### config.mk
export PLATFORM = sky130hd
export DESIGN_NAME = core_boot_ctrl
export DESIGN_NICKNAME = d
export VERILOG_FILES = /design/src/rtl/pa_boot_pkg.sv /design/src/rtl/boot_run_counter.sv /design/src/rtl/core_boot_ctrl.sv
export SDC_FILE = /design/constraint.sdc
export NUM_CORES = 1
export LEC_CHECK = 0
export ABC_AREA = 1
export CAP_MARGIN = 0
export CORE_MARGIN = 2
export CORE_UTILIZATION = 50
export CTS_BUF_LIST = sky130_fd_sc_hd__clkbuf_2 sky130_fd_sc_hd__clkbuf_4 sky130_fd_sc_hd__clkbuf_8
export DETAILED_ROUTE_END_ITERATION = 7
export GPL_TIMING_DRIVEN = 0
export PLACE_DENSITY = 0.86
export RECOVER_POWER = 50
export SYNTH_ARGS = -nofsm -noshare
export SYNTH_HDL_FRONTEND = slang
export SYNTH_SLANG_ARGS = --single-unit
### constraint.sdc
create_clock -name clock_i -period 3.8 [get_ports clock_i]
set_input_delay 0.76 -clock clock_i [delete_from_list [all_inputs] [get_ports clock_i]]
set_output_delay 0.76 -clock clock_i [all_outputs]
set_load 0.05 [all_outputs]
### src/rtl/pa_boot_pkg.sv
// Shared state encoding and default parameter values for the core boot controller.
package pa_boot_pkg;

    localparam int unsigned BOOT_ADDR_W  = 16;
    localparam int unsigned BOOT_INSTR_W = 60;
    localparam int unsigned BOOT_RUN_W   = 16;
    localparam int unsigned BOOT_RST_LEN = 2;

    typedef enum logic [2:0] {
        ST_IDLE     = 3'd0,
        ST_LOAD     = 3'd1,
        ST_CORE_RST = 3'd2,
        ST_RUN      = 3'd3,
        ST_DONE     = 3'd4
    } boot_state_e;

endpackage

### src/rtl/boot_run_counter.sv
// Run-cycle counter with terminal-count compare against the latched run length.
module boot_run_counter #(
    parameter int unsigned RUN_W = 16
) (
    input  logic             clock_i,
    input  logic             reset_i,
    input  logic             clear_i,
    input  logic             enable_i,
    input  logic [RUN_W-1:0] terminal_i,
    output logic [RUN_W-1:0] count_o,
    output logic             tc_o
);

    logic [RUN_W-1:0] count_q;
    logic [RUN_W-1:0] count_d;

    always_comb begin
        count_d = count_q;
        if (clear_i) begin
            count_d = '0;
        end else if (enable_i) begin
            count_d = count_q + RUN_W'(1);
        end
    end

    always_ff @(posedge clock_i) begin
        if (reset_i) begin
            count_q <= '0;
        end else begin
            count_q <= count_d;
        end
    end

    assign count_o = count_q;
    // Fires on the last enabled cycle, so the count settles at the full run length.
    assign tc_o    = (count_q == (terminal_i - RUN_W'(1)));

endmodule

### src/rtl/core_boot_ctrl.sv
// Boot controller: loads instruction words into the icache, pulses core reset,
// then runs the core for a programmed number of cycles.
module core_boot_ctrl
    import pa_boot_pkg::*;
#(
    parameter int unsigned ADDR_W  = BOOT_ADDR_W,
    parameter int unsigned INSTR_W = BOOT_INSTR_W,
    parameter int unsigned RUN_W   = BOOT_RUN_W,
    parameter int unsigned RST_LEN = BOOT_RST_LEN
) (
    input  logic               clock_i,
    input  logic               reset_i,
    input  logic               start_i,
    input  logic               abort_i,
    input  logic               autoInc_i,
    input  logic [ADDR_W-1:0]  baseAddress_i,
    input  logic [RUN_W-1:0]   runCycles_i,
    input  logic               loadValid_i,
    input  logic [ADDR_W-1:0]  loadAddress_i,
    input  logic [INSTR_W-1:0] loadInstr_i,
    input  logic               loadLast_i,
    output logic               loadReady_o,
    output logic               icacheWriteEnable_o,
    output logic [ADDR_W-1:0]  writeAddress_o,
    output logic [INSTR_W-1:0] instruction_o,
    output logic               coreReset_o,
    output logic               coreEnable_o,
    output logic               done_o,
    output logic               wrapErr_o,
    output logic [ADDR_W:0]    wordsLoaded_o,
    output logic [RUN_W-1:0]   cycleCount_o
);

    localparam int unsigned     RST_CNT_W = (RST_LEN > 1) ? $clog2(RST_LEN) : 1;
    localparam logic [ADDR_W:0] WORDS_MAX = {1'b1, {ADDR_W{1'b0}}};

    boot_state_e            state_q, state_d;
    logic                   auto_inc_q, auto_inc_d;
    logic [ADDR_W-1:0]      base_q, base_d;
    logic [RUN_W-1:0]       run_cycles_q, run_cycles_d;
    logic [RST_CNT_W-1:0]   rst_cnt_q, rst_cnt_d;
    logic                   wr_en_q, wr_en_d;
    logic [ADDR_W-1:0]      wr_addr_q, wr_addr_d;
    logic [INSTR_W-1:0]     wr_data_q, wr_data_d;
    logic [ADDR_W:0]        words_q, words_d;
    logic                   wrap_q, wrap_d;

    logic                   accept;
    logic                   start_session;
    logic                   cnt_clear;
    logic                   run_tc;
    logic [ADDR_W:0]        addr_sum;

    assign accept        = (state_q == ST_LOAD) && loadValid_i;
    assign start_session = start_i && !abort_i && ((state_q == ST_IDLE) || (state_q == ST_DONE));
    // Carry out of this sum is exactly the wrap from the top address back to zero.
    assign addr_sum      = {1'b0, base_q} + words_q;

    always_comb begin
        state_d      = state_q;
        auto_inc_d   = auto_inc_q;
        base_d       = base_q;
        run_cycles_d = run_cycles_q;
        rst_cnt_d    = rst_cnt_q;
        wr_en_d      = 1'b0;
        wr_addr_d    = wr_addr_q;
        wr_data_d    = wr_data_q;
        words_d      = words_q;
        wrap_d       = wrap_q;
        cnt_clear    = 1'b0;

        if (accept) begin
            wr_en_d   = 1'b1;
            wr_addr_d = auto_inc_q ? addr_sum[ADDR_W-1:0] : loadAddress_i;
            wr_data_d = loadInstr_i;
            if (words_q != WORDS_MAX) begin
                words_d = words_q + {{ADDR_W{1'b0}}, 1'b1};
            end
            if (auto_inc_q && addr_sum[ADDR_W]) begin
                wrap_d = 1'b1;
            end
        end

        if (start_session) begin
            auto_inc_d   = autoInc_i;
            base_d       = baseAddress_i;
            run_cycles_d = runCycles_i;
            words_d      = '0;
            wrap_d       = 1'b0;
            cnt_clear    = 1'b1;
        end

        case (state_q)
            ST_IDLE: begin
                if (start_session) state_d = ST_LOAD;
            end
            ST_LOAD: begin
                if (accept && loadLast_i) begin
                    state_d   = ST_CORE_RST;
                    rst_cnt_d = '0;
                end
            end
            ST_CORE_RST: begin
                if (rst_cnt_q == RST_CNT_W'(RST_LEN - 1)) begin
                    state_d = (run_cycles_q == '0) ? ST_DONE : ST_RUN;
                end else begin
                    rst_cnt_d = rst_cnt_q + RST_CNT_W'(1);
                end
            end
            ST_RUN: begin
                if (run_tc) state_d = ST_DONE;
            end
            ST_DONE: begin
                if (start_session) state_d = ST_LOAD;
            end
            default: state_d = ST_IDLE;
        endcase

        if (abort_i) begin
            state_d = ST_IDLE;
        end
    end

    always_ff @(posedge clock_i) begin
        if (reset_i) begin
            state_q      <= ST_IDLE;
            auto_inc_q   <= 1'b0;
            base_q       <= '0;
            run_cycles_q <= '0;
            rst_cnt_q    <= '0;
            wr_en_q      <= 1'b0;
            wr_addr_q    <= '0;
            wr_data_q    <= '0;
            words_q      <= '0;
            wrap_q       <= 1'b0;
        end else begin
            state_q      <= state_d;
            auto_inc_q   <= auto_inc_d;
            base_q       <= base_d;
            run_cycles_q <= run_cycles_d;
            rst_cnt_q    <= rst_cnt_d;
            wr_en_q      <= wr_en_d;
            wr_addr_q    <= wr_addr_d;
            wr_data_q    <= wr_data_d;
            words_q      <= words_d;
            wrap_q       <= wrap_d;
        end
    end

    boot_run_counter #(
        .RUN_W (RUN_W)
    ) u_run_counter (
        .clock_i    (clock_i),
        .reset_i    (reset_i),
        .clear_i    (cnt_clear),
        .enable_i   (state_q == ST_RUN),
        .terminal_i (run_cycles_q),
        .count_o    (cycleCount_o),
        .tc_o       (run_tc)
    );

    assign loadReady_o         = (state_q == ST_LOAD);
    // Gating with reset_i lets a reset in the strobe cycle cancel the pending write.
    assign icacheWriteEnable_o = wr_en_q && !reset_i;
    assign writeAddress_o      = wr_addr_q;
    assign instruction_o       = wr_data_q;
    assign coreReset_o         = (state_q == ST_IDLE) || (state_q == ST_LOAD) || (state_q == ST_CORE_RST);
    assign coreEnable_o        = (state_q == ST_RUN);
    assign done_o              = (state_q == ST_DONE);
    assign wrapErr_o           = wrap_q;
    assign wordsLoaded_o       = words_q;

endmodule

==> results of run 1 <==
## power by group through the flow
stage               clock (mW)  combinational, mW  sequential, mW
finish                    1.34              0.600            1.64
global route              1.41              0.657            1.64
CTS                       1.35              0.599            1.63
detailed placement           0              0.595            1.67
global placement             0              0.588            1.67
floorplan                    0              0.287            1.73
## per-stage QoR
step / hold slack [ps] / setup WS [ps] / std cells / total power, mW / cell area [um^2]
finish: 462 / 177 / 1464 / 3.57 / 10100
global route: 480 / 45.1 / 1464 / 3.71 / 10100
CTS: 467 / 180 / 1464 / 3.58 / 10100
detailed placement: 446 / 8.42 / 1432 / 2.26 / 9650
global placement: 446 / 15.1 / 1432 / 2.26 / 9650
floorplan: 440 / 1230 / 1023 / 2.01 / 7130
## cells in the mapped netlist (all sizes together)
master	count
o22ai	1
a21oi	137
nor3b	2
ha	20
nand3	51
a21o	2
inv	84
xnor3	1
nand4	9
o21bai	3
a21boi	1
xnor2	12
o211ai	6
nand2	275
clkbuf	39
o21ai	62
nand3b	1
a211oi	4
nor3	17
o21a	2
nor4	5
fa	1
a31oi	3
xor2	14
dfxtp	148
clkinv	1
buf	3
nor2	115
or2	4
## flip-flops by register name, indices dropped and copies added (netlist names)
signal,count
run_cycles_q,16
rst_cnt_q,1
writeAddress_o,16
instruction_o,60
wrapErr_o,1
wr_en_q,1
base_q,16
state_q,3
u_run_counter.count_o,16
wordsLoaded_o,17
auto_inc_q,1
## critical path, cell delays in order
cell and delay, ps:
clkdlybuf4s50_1 580, clkbuf_2 290, clkbuf_1 410, nor2_1 100
clkdlybuf4s50_1 710
## final timing paths
| kind | endpoint | startpoint | cells past startpoint |
|---|---|---|---|
| worst min register to register | instruction_o[47] | instruction_o[47] | 2 |
| worst max register to register | writeAddress_o[8] | wordsLoaded_o[0] | 10 |
| worst min-delay path | instruction_o[47] | instruction_o[47] | 2 |
| worst max-delay path | icacheWriteEnable_o | reset_i | 5 |
## metal layers
metal  up-vias  wire (um)
met5         -          0
li1       3831          -
met2       285      10600
met1      3475       9740
met3        43       1560
met4         0        420
## logic make-up after synthesis
logic type	count (synthesis)	synth area share
buf+inv	127	0.0670
flops	148	0.416
xor+xnor	27	0.0351
simple gates	479	0.282
compound gates	221	0.162
fa+ha+maj	21	0.0379
## layout make-up
class / instances / area (um^2) / area share
flip-flops and latches: 148 / 2960 / 0.294
multi-input cells: 748 / 3690 / 0.366
repair buffers: 229 / 2290 / 0.227
clock inverters: 11 / 150 / 0.0149
clock buffers: 21 / 283 / 0.0281
plain buffers: 42 / 159 / 0.0158
well taps: 180 / 225 / 0.0223
inverters: 85 / 319 / 0.0316
## what timing repair did
item                                    in CTS  in global routing
hold buffers                                 0                  0
resized for setup                            1                  0
endpoints found under the setup margin       1                  0
==> results.md, run 1 <==
* Outcome: completed
* Top Usage Layer GRT: met2
* CTS tree: built
* ANT nets after route at 0
* Grt met2 use at 0.475
* Reg clk slew, reported paths at ~70 ps
* CTS sink cnt at about 150
* Max Fclk at between 200 and 300 MHz
* Commonest non-fill, non-tap cell in the layout: nand2_1
* Worst Setup End Kind: output port
* Final setup viols at 0
* Synth Net Count at approximately 1,200
* Setup TNS after final layout at 0 ps
* Clock Skew at 7.01 ps
* Dominant cell type by area after synthesis: dfxtp_1
* Port Buf Inserts at 229
* Pre-antenna DRT Iters at 5
* Initial DRC count at about 640
* Worst-Margin Slew at approximately 670 ps
* Largest net degree at the start of global routing at 17
* First-pass GRT wire length at 33,900 um
* Die area at ~15,000 um^2
* Met1 Usage GRT at 0.375
* Final wirelength at 22,400 um
* Largest cells by area after synthesis: dfxtp_1, nand2_1, a21oi_1, nor2_1, o21ai_0
* Yosys cell types at 38
* Internal cell power at roughly 2.6 mW
* GRT met3 Usage at 0.0664
* Grt ovf at 0
* Startpoint Class: primary input
* PD cells at about 350 nW/um^2
* Kind of critical path: in -> out
* Max-cap viol count at 0
* Reg power frac at 0.458
* Synth Area per Inst at 6.97 um^2
* Worst EP required at around 3000 ps
* Worst hold-check path type: reg -> reg
* Fillers at 1,145
* Initial antenna violation count at 0
* Clock share of power at 0.374
* DRC Markers at 0
* Clk buf depth at 2
* Seq/Total Area, Yosys at 0.416
* Sw Share at 0.283
* Diode count at 0
* Num rows at 43
* Clk_lat worst skew at 460 ps
* Psw at 1.01 mW
* Reg2reg setup slack at 1340 ps
* Routed len/inst at 15.3 um
* Initial Utilization at 0.514
* Via count at 7,634
* Mapped cell area at 7130 um^2
* Number of global-route vias before repair at ~6,900
* Htree depth at 4
* Utilization after layout at 0.726
* Comb power frac at 0.168
* Die Width at 123 um
* DIE HEIGHT at 123 um
* Clk root buf: clkbuf_8
* RSZ-0062 raised after global routing: false
* Leak pwr at 3.99 nW
* Most frequent cells in the layout: nand2_1, clkdlybuf4s50_1, dfxtp_1, a21oi_1, nor2_1
* Peak supply drop at between 0.3 and 0.4 mV
* Core area at 13,900 um^2
* Relative slew slack at 0.554
* Yosys warns at 0
* Post-synth top area share at 0.416
* Final hold vios at 0
* Placed wire-length estimate at between 15,000 and 20,000 um
* Minimum clock period at 3620 ps
* Crit path arrival time at 2860 ps
* Post-CTS Setup Inserts at 0
* Final Net Count at 1,407
* Cells after Synth at just over 1,000
* IO Count at 230
* Crit path max fanout at 10
* Fin. max-slew vios at 0
* Final Cycle Share at 0.953
* Gpl congestion at ~1
* Aggregate global-route resource usage at 0.288
* Vias per cell at 5.21
* Layout cell share with drive strength beyond 1 at 0.0413
* Num CTS Buffers at 17
* Area Growth Syn to Fin at 41.4%
* Seq cells post-synth at 148
(Power assumes the default switching activity.)
==> inputs of run 2 (changes only) <==
- CORE_UTILIZATION: 50 -> 52
- PLACE_DENSITY: 0.86 -> 0.89
- REMOVE_ABC_BUFFERS: not set -> 1
- SLEW_MARGIN: not set -> 20
==> run 2 against run 1 <==
Effect of this change:
- final area down 1.0%
- wire length down 4.4%
- setup slack improved by 84 ps
- hold slack lost 6.5 ps
- utilization rose by 2.4 points
- sequential share of layout area is 0.31 points higher
- global-route usage hardly changed
- non-clock buffer count decreased by 40
- critical path depth down 1
- critical endpoint unchanged
==> results.md, run 2 (synthesis gave the netlist of run 1 again) <==
* Port Buf Inserts at 229 (unchanged)
* Setup crit start: reset_i
* Fin. max-slew vios at 0 (unchanged)
* Htree depth at 4 (unchanged)
* Final hold vios at 0 (unchanged)
* Max Fclk at 283 MHz (+2.4%)
* Clk buf depth at 2 (unchanged)
* Crit path max-delay family: buffers and inverters
* First-pass GRT wire length at 33,400 um (-1.4%)
* Startpoint Class: primary input
* Minimum clock period at 3540 ps (-84.2 ps)
* Worst-Margin Slew at 1160 ps (+491 ps)
* Clk root buf: clkbuf_8
* Worst Setup End Kind: output port
* CTS sink cnt at 148 (unchanged)
* Leak pwr at 4.12 nW (+3.2%)
* WHS Endpoint: wrapErr_o
* Reg2reg setup slack at 460 ps (-880 ps)
* PD cells at 358 nW/um^2 (+1.1%)
* Num CTS Buffers at 17 (unchanged)
* CP bufs+invs at 3 (-1)
* Worst EP required at 3040 ps (about the same)
* Crit-path cells: buf_4, clkbuf_2, nor2_1, clkdlybuf4s50_1
* Worst flop-to-flop path startpoint: state_q[2]
* Via count at 7,475 (-2.1%)
* Layout cell share with drive strength beyond 1 at 0.0482 (+0.00695)
* DIE HEIGHT at 121 um (-1.9%)
* Crit path max fanout at 54 (+44)
* Placed wire-length estimate at 15,700 um (-9.0%)
* Post-CTS Setup Inserts at 0 (unchanged)
* Met1 Usage GRT at 0.347 (-0.0279)
* Peak supply drop at 0.397 mV (+30%)
* Max-cap viol count at 0 (unchanged)
* Vias per cell at 5.26 (+0.95%)
* Final Net Count at 1,368 (-2.8%)
* Placed Area at 9530 um^2 (-1.2%)
* Worst r2r dst: wordsLoaded_o[6]
* GRT met3 Usage at 0.0705 (+0.00407)
* Commonest non-fill, non-tap cell in the layout: nand2_1
* Power Total at 3.58 mW (about the same)
* Relative slew slack at 0.227 (-0.327)
* Utilization after layout at 0.750 (+0.0242)
* Setup TNS after final layout at 0 ps (unchanged)
* Outcome: completed
* Gpl congestion at 0.880 (-13%)
* Area Growth Syn to Fin at 39.9%
* Hold Startpoint: wrapErr_o
* Core area at 13,300 um^2 (-4.2%)
* Critical path's slowest cell: clkbuf_2
* Max reg flops at 60 (unchanged)
* Final setup viols at 0 (unchanged)
* Clk_lat worst skew at 450 ps (about the same)
* Num rows at 42 (-2.3%)
* Final instance area at 9980 um^2 (-1.0%)
* Fillers at 1,005 (-12%)
* RSZ-0062 raised after global routing: false
* ANT nets after route at 0 (unchanged)
* Die Width at 121 um (-1.9%)
* CTS Hold Bufs at 0 (unchanged)
* Grt met2 use at 0.499 (+0.0240)
* Most frequent cells in the layout: nand2_1, clkdlybuf4s50_1, dfxtp_1, a21oi_1, nor2_1
* CTS tree: built
* Worst hold-check path type: reg -> reg
* Initial antenna violation count at 0 (unchanged)
* Reg clk slew, reported paths at 70 ps (about the same)
* IO Count at 230 (unchanged)
* Routed len/inst at 15.0 um (-1.5%)
* DRC Markers at 0 (unchanged)
* Aggregate global-route resource usage at 0.289 (+0.000307)
* Top Usage Layer GRT: met2
* Kind of critical path: in -> out
* Final Cycle Share at 0.931 (-0.0222)
* Crit path arrival time at 2780 ps (-80 ps)
* Initial DRC count at 543 (-15%)
* Die area at 14,700 um^2 (-3.7%)
* Cells on worst reg2reg path at 11 (+1)
* Grt ovf at 0 (unchanged)
* Final wirelength at 21,400 um (-4.4%)
* Diode count at 0 (unchanged)
* Critical Path Max Stage Delay at 900 ps (+190 ps)
* Largest net degree at the start of global routing at 79 (+62)
* Hold Crit Depth at 2 (unchanged)
* Number of global-route vias before repair at 6,900 (+0.31%)
* Initial Utilization at 0.536 (+0.0226)
* Pre-antenna DRT Iters at 5 (unchanged)
* Clock Skew at 8.18 ps (+1.17 ps)
run 2: metal layers:
layer,up-vias,part of all wire,routed length (um)
li1,3756,-,-
met4,0,0.026,550
met5,-,0,0
met3,42,0.064,1360
met2,251,0.49,10500
met1,3426,0.42,8930
run 2: worst reg2reg max path: cells and delay by family (launching register included):
family          cells  cell delay, ps
simple gates        6            1580
buf+inv             3            1020
flops               1             380
compound gates      2             250
run 2: how the worst max path moves through the flow:
stage / to / slack [ps] / cells past startpoint
after CTS: u_run_counter.count_o[3] / 190 / 8
final: icacheWriteEnable_o / 260 / 4
after global placement: wordsLoaded_o[11] / -2320 / 10
after global routing: wordsLoaded_o[6] / 60 / 11
after floorplan: wordsLoaded_o[6] / -450 / 10
after detailed placement: u_run_counter.count_o[6] / -620 / 8
run 2: power by group:
group          switching (mW)  leakage [nW]  total, mW  internal, mW
clock                   0.582         0.226       1.36         0.777
combinational           0.333          2.69      0.577         0.244
sequential             0.0417          1.20       1.64          1.60
run 2: area by class of cell:
| class | instances | area [um^2] | area share |
|---|---|---|---|
| multi-input cells | 748 | 3710 | 0.372 |
| flip-flops and latches | 148 | 2960 | 0.297 |
| clock buffers | 22 | 290 | 0.0291 |
| repair inverters | 1 | 5.00 | 0.000502 |
| well taps | 176 | 220 | 0.0221 |
| inverters | 85 | 325 | 0.0326 |
| clock inverters | 9 | 151 | 0.0152 |
| repair buffers | 231 | 2310 | 0.232 |
run 2: stage by stage:
stage	setup WS, ps	std cells	hold WS (ps)
4_1_cts	191	1419	455
5_1_grt	61.9	1420	476
3_3_place_gp	-2320	1386	440
2_1_floorplan	-446	981	434
3_5_place_dp	-618	1388	444
6_report	261	1420	456
run 2: repair_timing:
action	CTS	global route
setup endpoints to repair	19	6
gates cloned	0	1
resized for setup	1	2
==> inputs of run 3 (changes only) <==
- CORE_UTILIZATION: 52 -> 43
- PLACE_DENSITY: 0.89 -> 0.78
- clock period: 3.8 -> 2.9 ns (I/O delays scaled with it)
==> run 3 against run 2 <==
Effect of this change:
- count of clock-buffer cells in the layout is 4 lower
- utilization is 13 points lower
- power is 30% higher
- sequential cell count stayed put
- non-clock buffer count is 6 higher
- global-route usage is 4.2 points lower
- hold slack worse by 16 ps
- sequential power is 31% higher
==> results.md, run 3 (synthesis gave the netlist of run 1 again) <==
* Outcome: completed
* Max-cap viol count at 0 (unchanged)
* Crit path arrival time at 2150 ps (-630 ps)
* Final hold vios at 0 (unchanged)
* Grt ovf at 0 (unchanged)
* Max reg flops at 60 (unchanged)
* Hold Crit Depth at 2 (unchanged)
* Sequential cell area at 2960 um^2 (unchanged)
* Num CTS Buffers at 17 (unchanged)
* Max Fclk at 366 MHz
* Worst hold-check path type: in -> reg
* Worst Setup End Kind: output port
* Commonest non-fill, non-tap cell in the layout: nand2_1
* Leak pwr at 4.02 nW (-2.5%)
* Multi-input gate area at 3710 um^2 (+0.13%)
* Worst flop-to-flop path startpoint: state_q[2]
* Fillers at 1,455 (+45%)
* Core area at 16,400 um^2 (+23%)
* IO Count at 230 (unchanged)
* Largest net degree at the start of global routing at 79 (unchanged)
* Final Net Count at 1,375 (+0.51%)
* Crit-path cells: nor2_1, inv_1, nor2_1, clkdlybuf4s50_1
* ANT nets after route at 0 (unchanged)
* Kind of critical path: reg -> out
* Initial DRC count at 325 (-40%)
* Number of global-route vias before repair at 6,844 (-0.81%)
* CP Depth at 4 (unchanged)
* Final Cycle Share at 0.941
* Final wirelength at 21,900 um (+2.7%)
* Gpl congestion at 0.900 (+2.3%)
* Clock share of power at 0.370 (-0.010)
* Minimum clock period at about 2700 ps
* Final hold slack at 440 ps (-16.0 ps)
* Sw Share at 0.287 (+0.0191)
* Worst-Margin Slew at 935 ps (-225 ps)
* Layout cell share with drive strength beyond 1 at 0.0536 (+0.00533)
* WHS Endpoint: instruction_o[45]
* Non-filler cells, final at 1,472 (+3.7%)
* Cell mode on critical path: nor2_1
* Most frequent cells in the layout: nand2_1, clkdlybuf4s50_1, dfxtp_1, a21oi_1, nor2_1
* Crit path max-delay family: buffers and inverters
* Port Buf Inserts at 229 (unchanged)
* Critical Path Max Stage Delay at 810 ps (-90 ps)
* Fin. max-slew vios at 0 (unchanged)
* DRC Markers at 0 (unchanged)
* Relative slew slack at 0.376 (+0.149)
* Cells on worst reg2reg path at 12 (+1)
* Reg power frac at 0.463 (+0.004)
* CTS sink cnt at 148 (unchanged)
* Final setup viols at 0 (unchanged)
* First-pass GRT wire length at 34,800 um (+4.4%)
* Routed len/inst at 14.9 um (-0.89%)
* CP bufs+invs at 2 (-1)
* Htree depth at 4 (unchanged)
* Crit path max fanout at 6 (-89%)
* Vias per cell at 5.02 (-4.6%)
* Placed wire-length estimate at 15,600 um (-0.17%)
* Comb power frac at 0.167 (+0.006)
* Clk_lat worst skew at 440 ps (about the same)
* Clock Skew at 11.9 ps (+3.77 ps)
* RSZ-0062 raised after global routing: false
* Clk root buf: clkbuf_8
* Initial Utilization at 0.435 (-0.102)
* Num rows at 47 (+12%)
* Via count at 7,394 (-1.1%)
* Reg2reg setup slack at 360 ps (-100 ps)
* CTS tree: built
* Critical path's slowest cell: clkdlybuf4s50_1
* Aggregate global-route resource usage at 0.246 (-0.0423)
* PD cells at 459 nW/um^2 (+28%)
* Area Growth Syn to Fin at 41.7%
* Internal cell power at 3.31 mW (+26%)
* Startpoint Class: flip-flop
* Psw at 1.33 mW (+39%)
* Hold Startpoint: reset_i
* Peak supply drop at 0.323 mV (-19%)
* Die Width at 133 um (+9.6%)
* Initial antenna violation count at 0 (unchanged)
* Die area at 17,600 um^2 (+20%)
* Clk buf depth at 2 (unchanged)
* Pre-antenna DRT Iters at 5 (unchanged)
* Worst EP required at 2320 ps (-720 ps)
* DIE HEIGHT at 133 um (+9.6%)
* Reg clk slew, reported paths at 90 ps (+20 ps)
* Worst r2r dst: wordsLoaded_o[14]
* Placed Cells at 1,432 (+3.2%)
==> run 3: cell types whose count changed in the layout (fill, tap and decap cells not counted), sizes merged, moves of 2 or more <==
cell / previous run / this run
buf: 2 / 5
clkdlybuf4s50: 155 / 187
clkinvlp: 3 / 6
dlygate4sd3: 73 / 41
inv: 83 / 85
==> run 3: power groups by stage <==
stage / Sequential, mW / Combinational (mW) / Clock, mW
floorplan: 2.27 / 0.347 / 0
global placement: 2.19 / 0.745 / 0
detailed placement: 2.20 / 0.757 / 0
CTS: 2.15 / 0.773 / 1.75
global route: 2.16 / 0.855 / 1.84
finish: 2.15 / 0.776 / 1.71
==> run 3: final cells by class <==
type,instances,share of cell area
Sequential cell,148,0.293
Clock inverter,13,0.0170
Timing Repair inverter,2,0.00124
Antenna cell,1,0.000248
Inverter,85,0.0336
Timing Repair Buffer,237,0.236
Multi-Input combinational cell,748,0.367
Clock buffer,18,0.0245
Tap cell,220,0.0272
==> run 3: how the worst max path moves through the flow <==
stage / start / end / slack [ps]
floorplan: state_q[2] / wordsLoaded_o[6] / -1350
global placement: loadValid_i / wordsLoaded_o[11] / -3130
detailed placement: abort_i / u_run_counter.count_o[6] / -1480
CTS: abort_i / u_run_counter.count_o[6] / 50
global route: start_i / u_run_counter.count_o[3] / 40
finish: state_q[0] / done_o / 170
==> run 3: per-stage QoR <==
| stage | area, um^2 | TNS (ps) | utilization | power [mW] | setup slack [ps] |
|---|---|---|---|---|---|
| CTS | 10100 | 0 | 0.613 | 4.67 | 48.8 |
| global route | 10100 | 0 | 0.616 | 4.85 | 41.0 |
| floorplan | 6970 | -57480 | - | 2.62 | -1350 |
| finish | 10100 | 0 | 0.616 | 4.64 | 171 |
| global placement | 9540 | -325950 | 0.581 | 2.94 | -3130 |
| detailed placement | 9600 | -39460 | 0.585 | 2.95 | -1480 |
==> run 3: per-layer routing <==
metal	vias to the layer above	global-route usage	part of all wire
met5	-	0	0
met4	0	0.0962	0.031
li1	3774	-	-
met3	45	0.0590	0.061
met2	254	0.400	0.46
met1	3321	0.317	0.44
==> run 3: repair_timing <==
item / CTS / global route
gates cloned: 2 / 0
pin swaps: 0 / 0
hold buffers: 0 / 0
hold endpoints to repair: 0 / 0
setup endpoints to repair: 34 / 12
resized for setup: 7 / 2
setup buffers: 0 / 6
